## src/rtl/fx2_slave_fifo_writer.sv

```systemverilog
// fx2_slave_fifo_writer
//   Streams decimated 8-bit ADC samples into the FX2LP slave-FIFO write port.
//   Samples are taken every max(DIV,1) clocks while streaming and queued in a
//   small FIFO. The queue drains to FD_OUT/SLWRN whenever the FX2 reports space.
//   Samples that arrive while the queue is full are dropped and counted.
//
// Optional feature macro: FX2_PKTEND_FLUSH_EN
//   defined   : after draining on ENABLE=0, a partial packet is committed with a
//               single-clock PKTENDN pulse.
//   undefined : no packet commit; PKTENDN is tied high.
//
// Ports
//   CLK          in   IFCLK, all logic on the rising edge
//   RESET_N      in   asynchronous active-low reset
//   ENABLE       in   1 = capture/stream, 0 = drain then idle
//   DIV          in   sample period in clocks (0 and 1 = every clock)
//   ADC_DATA     in   registered ADC sample
//   FLAG_FULL_N  in   FX2 full flag, 1 = endpoint has space
//   FD_OUT       out  FX2 FD data, registered
//   SLWRN        out  FX2 write strobe, active-low, registered
//   PKTENDN      out  FX2 packet commit, active-low
//   SLRDN        out  constant 1
//   SLOEN        out  constant 1
//   FIFOADR      out  constant EP_ADDR
//   OVERRUN_CNT  out  dropped-sample count, saturating
//   BUSY         out  1 whenever the FSM is not idle
//
// State table
//   IDLE   | waiting for ENABLE; counters clear on leaving
//   RUN    | sampling and writing
//   FLUSH  | sampling stopped, draining the queue
//   PKTEND | committing a short packet (FX2_PKTEND_FLUSH_EN only)

module fx2_slave_fifo_writer #(
  parameter int         DEPTH     = 16,
  parameter int         PKT_BYTES = 512,
  parameter int         DIV_W     = 26,
  parameter logic [1:0] EP_ADDR   = 2'b00
) (
  input  logic             CLK,
  input  logic             RESET_N,
  input  logic             ENABLE,
  input  logic [DIV_W-1:0] DIV,
  input  logic [7:0]       ADC_DATA,
  input  logic             FLAG_FULL_N,
  output logic [7:0]       FD_OUT,
  output logic             SLWRN,
  output logic             PKTENDN,
  output logic             SLRDN,
  output logic             SLOEN,
  output logic [1:0]       FIFOADR,
  output logic [15:0]      OVERRUN_CNT,
  output logic             BUSY
);

  localparam int AW = $clog2(DEPTH);
  localparam int PW = (PKT_BYTES > 1) ? $clog2(PKT_BYTES) : 1;

  localparam logic [1:0] IDLE   = 2'd0;
  localparam logic [1:0] RUN    = 2'd1;
  localparam logic [1:0] FLUSH  = 2'd2;
`ifdef FX2_PKTEND_FLUSH_EN
  localparam logic [1:0] PKTEND = 2'd3;
`endif

  logic [1:0]       state, state_nxt;
  logic [DIV_W-1:0] div_cnt;
  logic [DIV_W-1:0] div_max;
  logic [PW-1:0]    pkt_cnt;
  logic [AW:0]      wr_ptr, rd_ptr;
  logic [7:0]       mem [DEPTH];

  logic start, strobe, empty, full, pop, push;

  assign SLRDN   = 1'b1;
  assign SLOEN   = 1'b1;
  assign FIFOADR = EP_ADDR;
  assign BUSY    = (state != IDLE);

  assign start  = (state == IDLE) && ENABLE;
  assign div_max = (DIV <= DIV_W'(1)) ? '0 : DIV - DIV_W'(1);
  assign strobe = (state == RUN) && (div_cnt == '0);

  // Extra wrap bit separates full from empty when the index bits match.
  assign empty = (wr_ptr == rd_ptr);
  assign full  = (wr_ptr[AW] != rd_ptr[AW]) && (wr_ptr[AW-1:0] == rd_ptr[AW-1:0]);

  assign pop  = ((state == RUN) || (state == FLUSH)) && !empty && FLAG_FULL_N;
  // A pop on the same edge frees the slot, so a full queue still accepts.
  assign push = strobe && (!full || pop);

  always_comb begin
    state_nxt = state;
    case (state)
      IDLE:  if (ENABLE)  state_nxt = RUN;
      RUN:   if (!ENABLE) state_nxt = FLUSH;
      FLUSH: begin
        if (empty) begin
`ifdef FX2_PKTEND_FLUSH_EN
          state_nxt = (pkt_cnt != '0) ? PKTEND : IDLE;
`else
          state_nxt = IDLE;
`endif
        end
      end
`ifdef FX2_PKTEND_FLUSH_EN
      PKTEND: if (FLAG_FULL_N) state_nxt = IDLE;
`endif
      default: state_nxt = IDLE;
    endcase
  end

  always_ff @(posedge CLK or negedge RESET_N) begin
    if (!RESET_N) begin
      state <= IDLE;
    end else begin
      state <= state_nxt;
    end
  end

  // Wrapping on >= rather than == keeps a shrinking DIV from running past it.
  always_ff @(posedge CLK or negedge RESET_N) begin
    if (!RESET_N) begin
      div_cnt <= '0;
    end else if (start || (state != RUN)) begin
      div_cnt <= '0;
    end else if (div_cnt >= div_max) begin
      div_cnt <= '0;
    end else begin
      div_cnt <= div_cnt + DIV_W'(1);
    end
  end

  always_ff @(posedge CLK) begin
    if (push) begin
      mem[wr_ptr[AW-1:0]] <= ADC_DATA;
    end
  end

  always_ff @(posedge CLK or negedge RESET_N) begin
    if (!RESET_N) begin
      wr_ptr <= '0;
      rd_ptr <= '0;
    end else begin
      if (push) wr_ptr <= wr_ptr + 1'b1;
      if (pop)  rd_ptr <= rd_ptr + 1'b1;
    end
  end

  always_ff @(posedge CLK or negedge RESET_N) begin
    if (!RESET_N) begin
      FD_OUT <= '0;
      SLWRN  <= 1'b1;
    end else begin
      SLWRN <= !pop;
      if (pop) FD_OUT <= mem[rd_ptr[AW-1:0]];
    end
  end

  always_ff @(posedge CLK or negedge RESET_N) begin
    if (!RESET_N) begin
      pkt_cnt <= '0;
    end else if (start) begin
      pkt_cnt <= '0;
    end else if (pop) begin
      if (pkt_cnt == PW'(PKT_BYTES - 1)) pkt_cnt <= '0;
      else                               pkt_cnt <= pkt_cnt + 1'b1;
    end
  end

  always_ff @(posedge CLK or negedge RESET_N) begin
    if (!RESET_N) begin
      OVERRUN_CNT <= '0;
    end else if (start) begin
      OVERRUN_CNT <= '0;
    end else if (strobe && full && !pop && (OVERRUN_CNT != 16'hFFFF)) begin
      OVERRUN_CNT <= OVERRUN_CNT + 16'd1;
    end
  end

`ifdef FX2_PKTEND_FLUSH_EN
  // Low for the single clock following the PKTEND edge that sees space.
  always_ff @(posedge CLK or negedge RESET_N) begin
    if (!RESET_N) begin
      PKTENDN <= 1'b1;
    end else begin
      PKTENDN <= !((state == PKTEND) && FLAG_FULL_N);
    end
  end
`else
  assign PKTENDN = 1'b1;
`endif

endmodule

```

## config.mk

```make
export PLATFORM = sky130hd
export DESIGN_NAME = fx2_slave_fifo_writer
export DESIGN_NICKNAME = d
export VERILOG_FILES = /design/src/rtl/fx2_slave_fifo_writer.sv
export SDC_FILE = /design/constraint.sdc
export NUM_CORES = 1
export LEC_CHECK = 0
export ABC_AREA = 1
export CAP_MARGIN = 20
export CORE_ASPECT_RATIO = 0.6
export CORE_MARGIN = 2
export CORE_UTILIZATION = 40
export DETAILED_ROUTE_END_ITERATION = 10
export PLACE_DENSITY = 0.54
export SYNTH_ARGS = -nofsm -noshare
export SYNTH_HDL_FRONTEND = slang
export SYNTH_SLANG_ARGS = --single-unit
```

## constraint.sdc

```tcl
create_clock -name CLK -period 2.7 [get_ports CLK]
set_clock_uncertainty 0.1 [all_clocks]
set_input_delay 0.54 -clock CLK [delete_from_list [all_inputs] [get_ports CLK]]
set_output_delay 0.54 -clock CLK [all_outputs]
set_load 0.005 [all_outputs]
```

# ---- After elaboration in Yosys (flattened, before gate mapping)
# Memories as Yosys holds them, arrays and structs flattened. A register that Yosys moved wholly into a read port is not among the register bits.
# Index checks and enable logic that the tools add are counted.
dict set report op_classes {
  n_shift 0
  multipliers 0
  n_reduce_logical 21
  bitwise 0
  add_sub_neg 5
  muxes 11
  magnitude_cmp 2
  eq_ne 10
  div 0
}
# operator n
set op_table {}
lappend op_table {{$mux 26} 3}
lappend op_table {{$mux 16} 2}
lappend op_table {{$add 26x1->26 const B} 1}
lappend op_table {{$ge 26x26->1} 1}
lappend op_table {{$le 26x1->1 const B} 1}
lappend op_table {{$logic_not 26->1} 1}
lappend op_table {{$sub 26x1->26 const B} 1}
lappend op_table {{$add 16x1->16 const B} 1}
lappend op_table {{$ne 16x16->1 const B} 1}
lappend op_table {{$add 5x1->5 const B} 2}
lappend op_table {{$logic_and 1x1->1} 9}
lappend op_table {{$mux 2} 3}
lappend op_table {{$ne 2x2->1 const B} 3}
lappend op_table {{$pmux 2 s3} 1}
lappend op_table {{$eq 5x5->1} 1}
lappend op_table {{$eq 4x4->1} 1}
lappend op_table {{$logic_not 1->1} 4}
lappend op_table {{$reduce_bool 2->1} 2}
lappend op_table {{$logic_or 1x1->1} 3}
lappend op_table {{$reduce_and 3->1} 1}
lappend op_table {{$eq 2x1->1 const B} 1}
lappend op_table {{$eq 2x2->1 const B} 1}
lappend op_table {{$logic_not 2->1} 1}
lappend op_table {{$mux 1} 2}
lappend op_table {{2 further kinds} 2}
dict set report totals {
  mem_count 1
  rom_bits 0
  register_bits 55
  output_inout_bits 31
  ram_bits 128
  latchBits 0
}
# memory words width rd rd_ports_with_merged_regs wr line_no
set mem_list {}
lappend mem_list {mem 16 8 1 1 1 71} ;# logic [7:0] mem [DEPTH];

# ---- Longest topological paths before layout
dict set report depth {
  word_depth 9
  mapped_depth 20
  mapped_depth_nobuf 18
}

# ---- Worst setup path before layout
# Ideal clock, no wire load.
dict set report synth_timing {
  path_kind {input to register}
  from {input port DIV[0]}
  to {register div_cnt[11]}
  setup_slack_ns -0.228
  arrival_ns 2.706
  path_buffers 1
  cell_stages 14
  path_cell_list {inv_1 ha_1 nand2_1 nor2_4 nand3_1 xor2_1 or2_1 ha_1 nand2_1 nor4_1 nand3_1 nand3_1 buf_2 nor2_1}
}
dict set report synth_via {
  elab_chain_len 5
  word_cells_on_any_way 6
  classes_between {add/sub: 1; order compare: 2; mux: 3}
}
# item line_no
set synth_rtl {}
lappend synth_rtl {{start, declared} 43} ;# input logic [DIV_W-1:0] DIV,
lappend synth_rtl {{$sub 26x1->26 / $le 26x1->1 (equally long branches)} 81} ;# assign div_max = (DIV <= DIV_W'(1)) ? '0 : DIV - DIV_W'(1);
lappend synth_rtl {{$mux 26 (*)} 81}
lappend synth_rtl {{$ge 26x26->1 (*)} 127} ;# end else if (div_cnt >= div_max) begin
lappend synth_rtl {{$mux 26 (*)} 127}
lappend synth_rtl {{$mux 26 (*)} 125} ;# end else if (start || (state != RUN)) begin
lappend synth_rtl {{end signal, assigned} 130} ;# div_cnt <= div_cnt + DIV_W'(1);
lappend synth_rtl {{end, declared} 67} ;# logic [DIV_W-1:0] div_cnt;
# Mark *: on every way between the ends. The rest lies on a longest branch, timed or not.
# A chain may end at the register's enable or synchronous reset.

# ---- Worst setup path in the final report
dict set report layout_timing {
  from {input port DIV[1]}
  to {register div_cnt[9]}
}
# Same word-level chain as after synthesis.

==> flow_summary.rst <==
.. list-table::
   :header-rows: 1

   * - Metric
     - Value
   * - Average footprint of a synthesized cell
     - 8.550 um^2
   * - Leak
     - 5.753 nW
   * - Net total in the final layout
     - 1,501
   * - CP endpoint kind
     - flop
   * - Number of cells produced by synthesis
     - 1,253
   * - Post-DR wirelength/cell
     - 16.61 um
   * - 1st-iter DRT viols
     - 839
   * - Via count of the first global-routing pass
     - 8,100
   * - Measured slew at the worst slew-check pin
     - 0.7161 ns
   * - Final Setup Violations
     - 0
   * - Final hold violation count
     - 0
   * - Yosys Warn Count
     - 0
   * - Die width
     - 215.3 um
   * - Buffer type at the clock tree root
     - clkbuf_16
   * - Initial antenna violation count
     - 0
   * - Cells traversed along the worst timing path
     - buf_6 > inv_4 > ha_4 > nand2_4 > nor2_4 > buf_6 > buf_4 > buf_4 > a21oi_1 > nand3b_1 > ha_1 > nand2_2 > nor2_2 > nor2_1 > nand2_2 > a21oi_4 > nand3_4 > clkbuf_16 > nor2_1
   * - Detail Placement HPWL
     - 21.02 mm
   * - Final routed wirelength across all metal layers
     - 29.82 mm
   * - Critical path fanouts, max
     - 5
   * - Overall via count from detail_route
     - 8,982
   * - Gr busiest metal
     - met1
   * - Required time at the endpoint of the critical path
     - 2.96 ns
   * - Overall die height
     - 130.8 um
   * - Post-DR vias/cell
     - 5.004
   * - Number of enable flip-flop cells after synthesis
     - 128
   * - Non-filler cells, final
     - 1,795
   * - Total routing usage reported by global routing
     - 21.33%
   * - Number of iterations in the first detailed-routing pass
     - 5
   * - Placed cells
     - 1,744
   * - Most frequently used flop master after synthesis
     - edfxtp_1
   * - Slowest Stage Delay on Critical Path
     - 0.31 ns
   * - Number of buffers inserted during clock tree synthesis
     - 17
   * - Highest-delay cell along the critical path
     - ha_1
   * - Global Route met2 Usage
     - 26.64%
   * - Final hold slack
     - 0.004458 ns
   * - Worst hold path type
     - in2async
   * - Cell area power density
     - 718.6 nW/um^2
   * - Filler instances
     - 2,473
   * - Cell row count
     - 46
   * - Share of the cycle needed by the critical path after routing
     - 97.20%
   * - Area occupied by registers
     - 5424 um^2
   * - Core area
     - 26,360 um^2
   * - Initial cell density of the core
     - 40.64%
   * - Count of antenna-violating nets left after detailed routing
     - 0
   * - VDD IR-drop max
     - 475.7 uV
   * - Diode insertion count for antenna repair
     - 0
   * - Area of combinational cells with multiple inputs
     - 5189 um^2
   * - Setup slack of the worst register-to-register path
     - 0.23 ns
   * - Clock latency reported for the late side of the worst-skew pair
     - 0.44 ns
   * - Nature of the critical path startpoint
     - input pin
   * - Global-route track usage on met3
     - 5.694%
   * - Maximum number of buffers from clock root to sink
     - 2
   * - Number of max-slew violations in the final report
     - 0
   * - First-pass GRT wire length
     - 45.82 mm
   * - Area of the die
     - 28,150 um^2
   * - Global placement routability congestion
     - 0.9430
   * - Summed instance area of the synthesized netlist
     - 10,710 um^2
   * - Delay-heaviest family, CP
     - simple AND/OR/NAND/NOR gates
   * - Placement-stage cell area
     - 12,460 um^2
   * - CP Data Arrival Time
     - 2.89 ns
   * - Yosys reg bits
     - 191
   * - Fraction of final layout cells sized beyond drive strength 1
     - 23.28%
   * - Worst slew margin
     - 52.11%
   * - Clock tree from TritonCTS
     - built
   * - Synthesis-to-layout area growth
     - 27.83%
   * - Pin count of the biggest net entering global routing
     - 67
   * - Distinct cell type count of the synthesized netlist
     - 43
   * - Total congestion overflow after global routing
     - 0
   * - Total of max-cap violations
     - 0
   * - Clock edge transition at the registers on the reported setup and hold paths
     - 0.07 ns
   * - # H-tree levels
     - 4
   * - Synth async-reset ratio
     - 32.98%
   * - Critical path class
     - in2reg
   * - Number of I/O pins
     - 69
   * - Run status
     - complete, no violations
   * - Setup repair after global routing missed its margin
     - true
   * - Count of input and output buffers
     - 63
   * - Met1 capacity usage during global routing
     - 35.18%
   * - Share of synthesized area occupied by flip-flops and latches
     - 50.61%
   * - Final worst path period need
     - 2.624 ns
   * - Final std cell area, no fill
     - 13,690 um^2
   * - Highest clock rate
     - 381.0 MHz
   * - WP buf/inv
     - 6
   * - Post-route DRC violation count
     - 0
   * - CTS sink count
     - 191
[state kept, by name, indices dropped and copies added, names as in the netlist]
name	count
mem	128
div_cnt	26
OVERRUN_CNT	16
FD_OUT	8
rd_ptr	5
wr_ptr	5
state	2
SLWRN	1
[Yosys cell counts, types with 2 or more instances]
library cell	count	area share [%]
a21o_1	2	0.14
a21oi_1	28	1.3
buf_2	18	0.84
buf_4	8	0.56
buf_6	5	0.53
buf_8	2	0.28
clkbuf_1	11	0.39
clkinv_1	3	0.11
conb_1	2	0.070
dfrtp_1	62	14
edfxtp_1	128	36
ha_1	41	4.8
inv_1	90	3.2
inv_2	2	0.070
nand2_1	258	9.0
nand2_2	3	0.18
nand3_1	82	3.8
nand3_2	11	1.0
nand3_4	2	0.33
nand3b_1	5	0.35
nand4_1	36	2.1
nor2_1	275	9.6
nor2_2	9	0.53
nor2_4	4	0.42
nor3_1	14	0.65
o211ai_1	18	1.3
o21ai_0	78	3.6
o21ai_1	6	0.28
o21bai_1	4	0.28
or2_2	7	0.41
xnor2_1	7	0.57
xor2_1	21	1.7
[power by group]
group,leakage [nW],internal (mW),switching [mW]
combinational,3.49,1.25,2.39
sequential,1.98,3.45,0.190
clock,0.278,1.39,1.16
total,5.75,6.09,3.75
[worst paths after layout]
kind                                      start                     endpoint  cells after the start
min reg2reg                state[1]$_DFFE_PN0P_         state[1]$_DFFE_PN0P_                      2
max in group asynchronous               RESET_N        div_cnt[10]$_DFF_PN0_                      2
max                                      DIV[1]         div_cnt[9]$_DFF_PN0_                     19
max reg2reg                div_cnt[0]$_DFF_PN0_          mem[0][4]$_DFFE_PP_                     13
min                                     RESET_N  OVERRUN_CNT[10]$_DFFE_PN0P_                      1
min in group CLK           state[1]$_DFFE_PN0P_         state[1]$_DFFE_PN0P_                      2
[worst reg2reg max path, cell delays in order, from the launching register on]
cell and delay [ns]:
dfrtp_1 0.40, inv_1 0.11, ha_1 0.32, nand2_1 0.10, clkinv_1 0.06, nand2_1 0.05
nor2_1 0.08, nand2_1 0.06, nor2_1 0.10, nand2_1 0.11, inv_1 0.14, nand2_1 0.19
nor2_1 0.15, buf_4 0.20
[final cells by class]
class                           count  share of cell area (%)
Sequential cell                   191                   39.61
Clock inverter                     13                   1.124
Inverter                           96                   2.732
Tap cell                          360                   3.289
Timing Repair Buffer              191                   12.20
Multi-Input combinational cell    925                   37.89
Clock buffer                       19                   3.161
[layer usage]
layer,vias to the layer above,wire length (um)
met1,4205,16050
li1,4515,-
met2,241,11100
met4,0,267
met5,-,0
met3,21,2398
[stage by stage]
stage / power (mW) / setup slack (ns) / setup TNS, ns / utilization (%)
after floorplan: 5.949 / 0.01015 / 0 / -
after global placement: 7.254 / -0.7504 / -19.31 / 47.26
after detailed placement: 7.289 / -0.7822 / -20.14 / 47.26
after CTS: 9.841 / -0.02554 / -0.1487 / 50.19
after global routing: 10.50 / -0.04149 / -0.4731 / 51.95
final: 9.841 / 0.07551 / 0 / 51.95
[cells by family after synthesis]
kind of cell | count (synthesis) | synth area share, %
AO/OA/AOI/OAI | 139 | 7.124
XOR/XNOR | 28 | 2.289
adder cells (fa/ha/maj) | 41 | 4.789
buffers and inverters | 140 | 5.968
flip-flops | 191 | 50.61
other | 2 | 0.07010
AND/OR/NAND/NOR | 712 | 29.15
[cell usage in the layout (no fill, tap or decap), types with 23 or more instances in the layout]
master           netlist  final
nor2_2                 9     39
buf_4                  8    113
ha_1                  41     33
nand4_1               36     36
dfrtp_1               62     60
a21oi_1               28     26
inv_1                 90     81
nor2_1               275    226
clkdlybuf4s50_1        0     36
o21ai_0               78     77
edfxtp_1             128    128
nand2_1              258    238
nand3_1               82     73
nor2_4                 4     23
[timing repair]
action / CTS / global route
pin swaps: 14 / 42
setup endpoints to repair: 26 / 26
cloned: 0 / 5
buffers inserted: 11 / 5
gates resized for setup: 69 / 168
hold buffers: 0 / 0
Power figures use the tool's default switching activity.
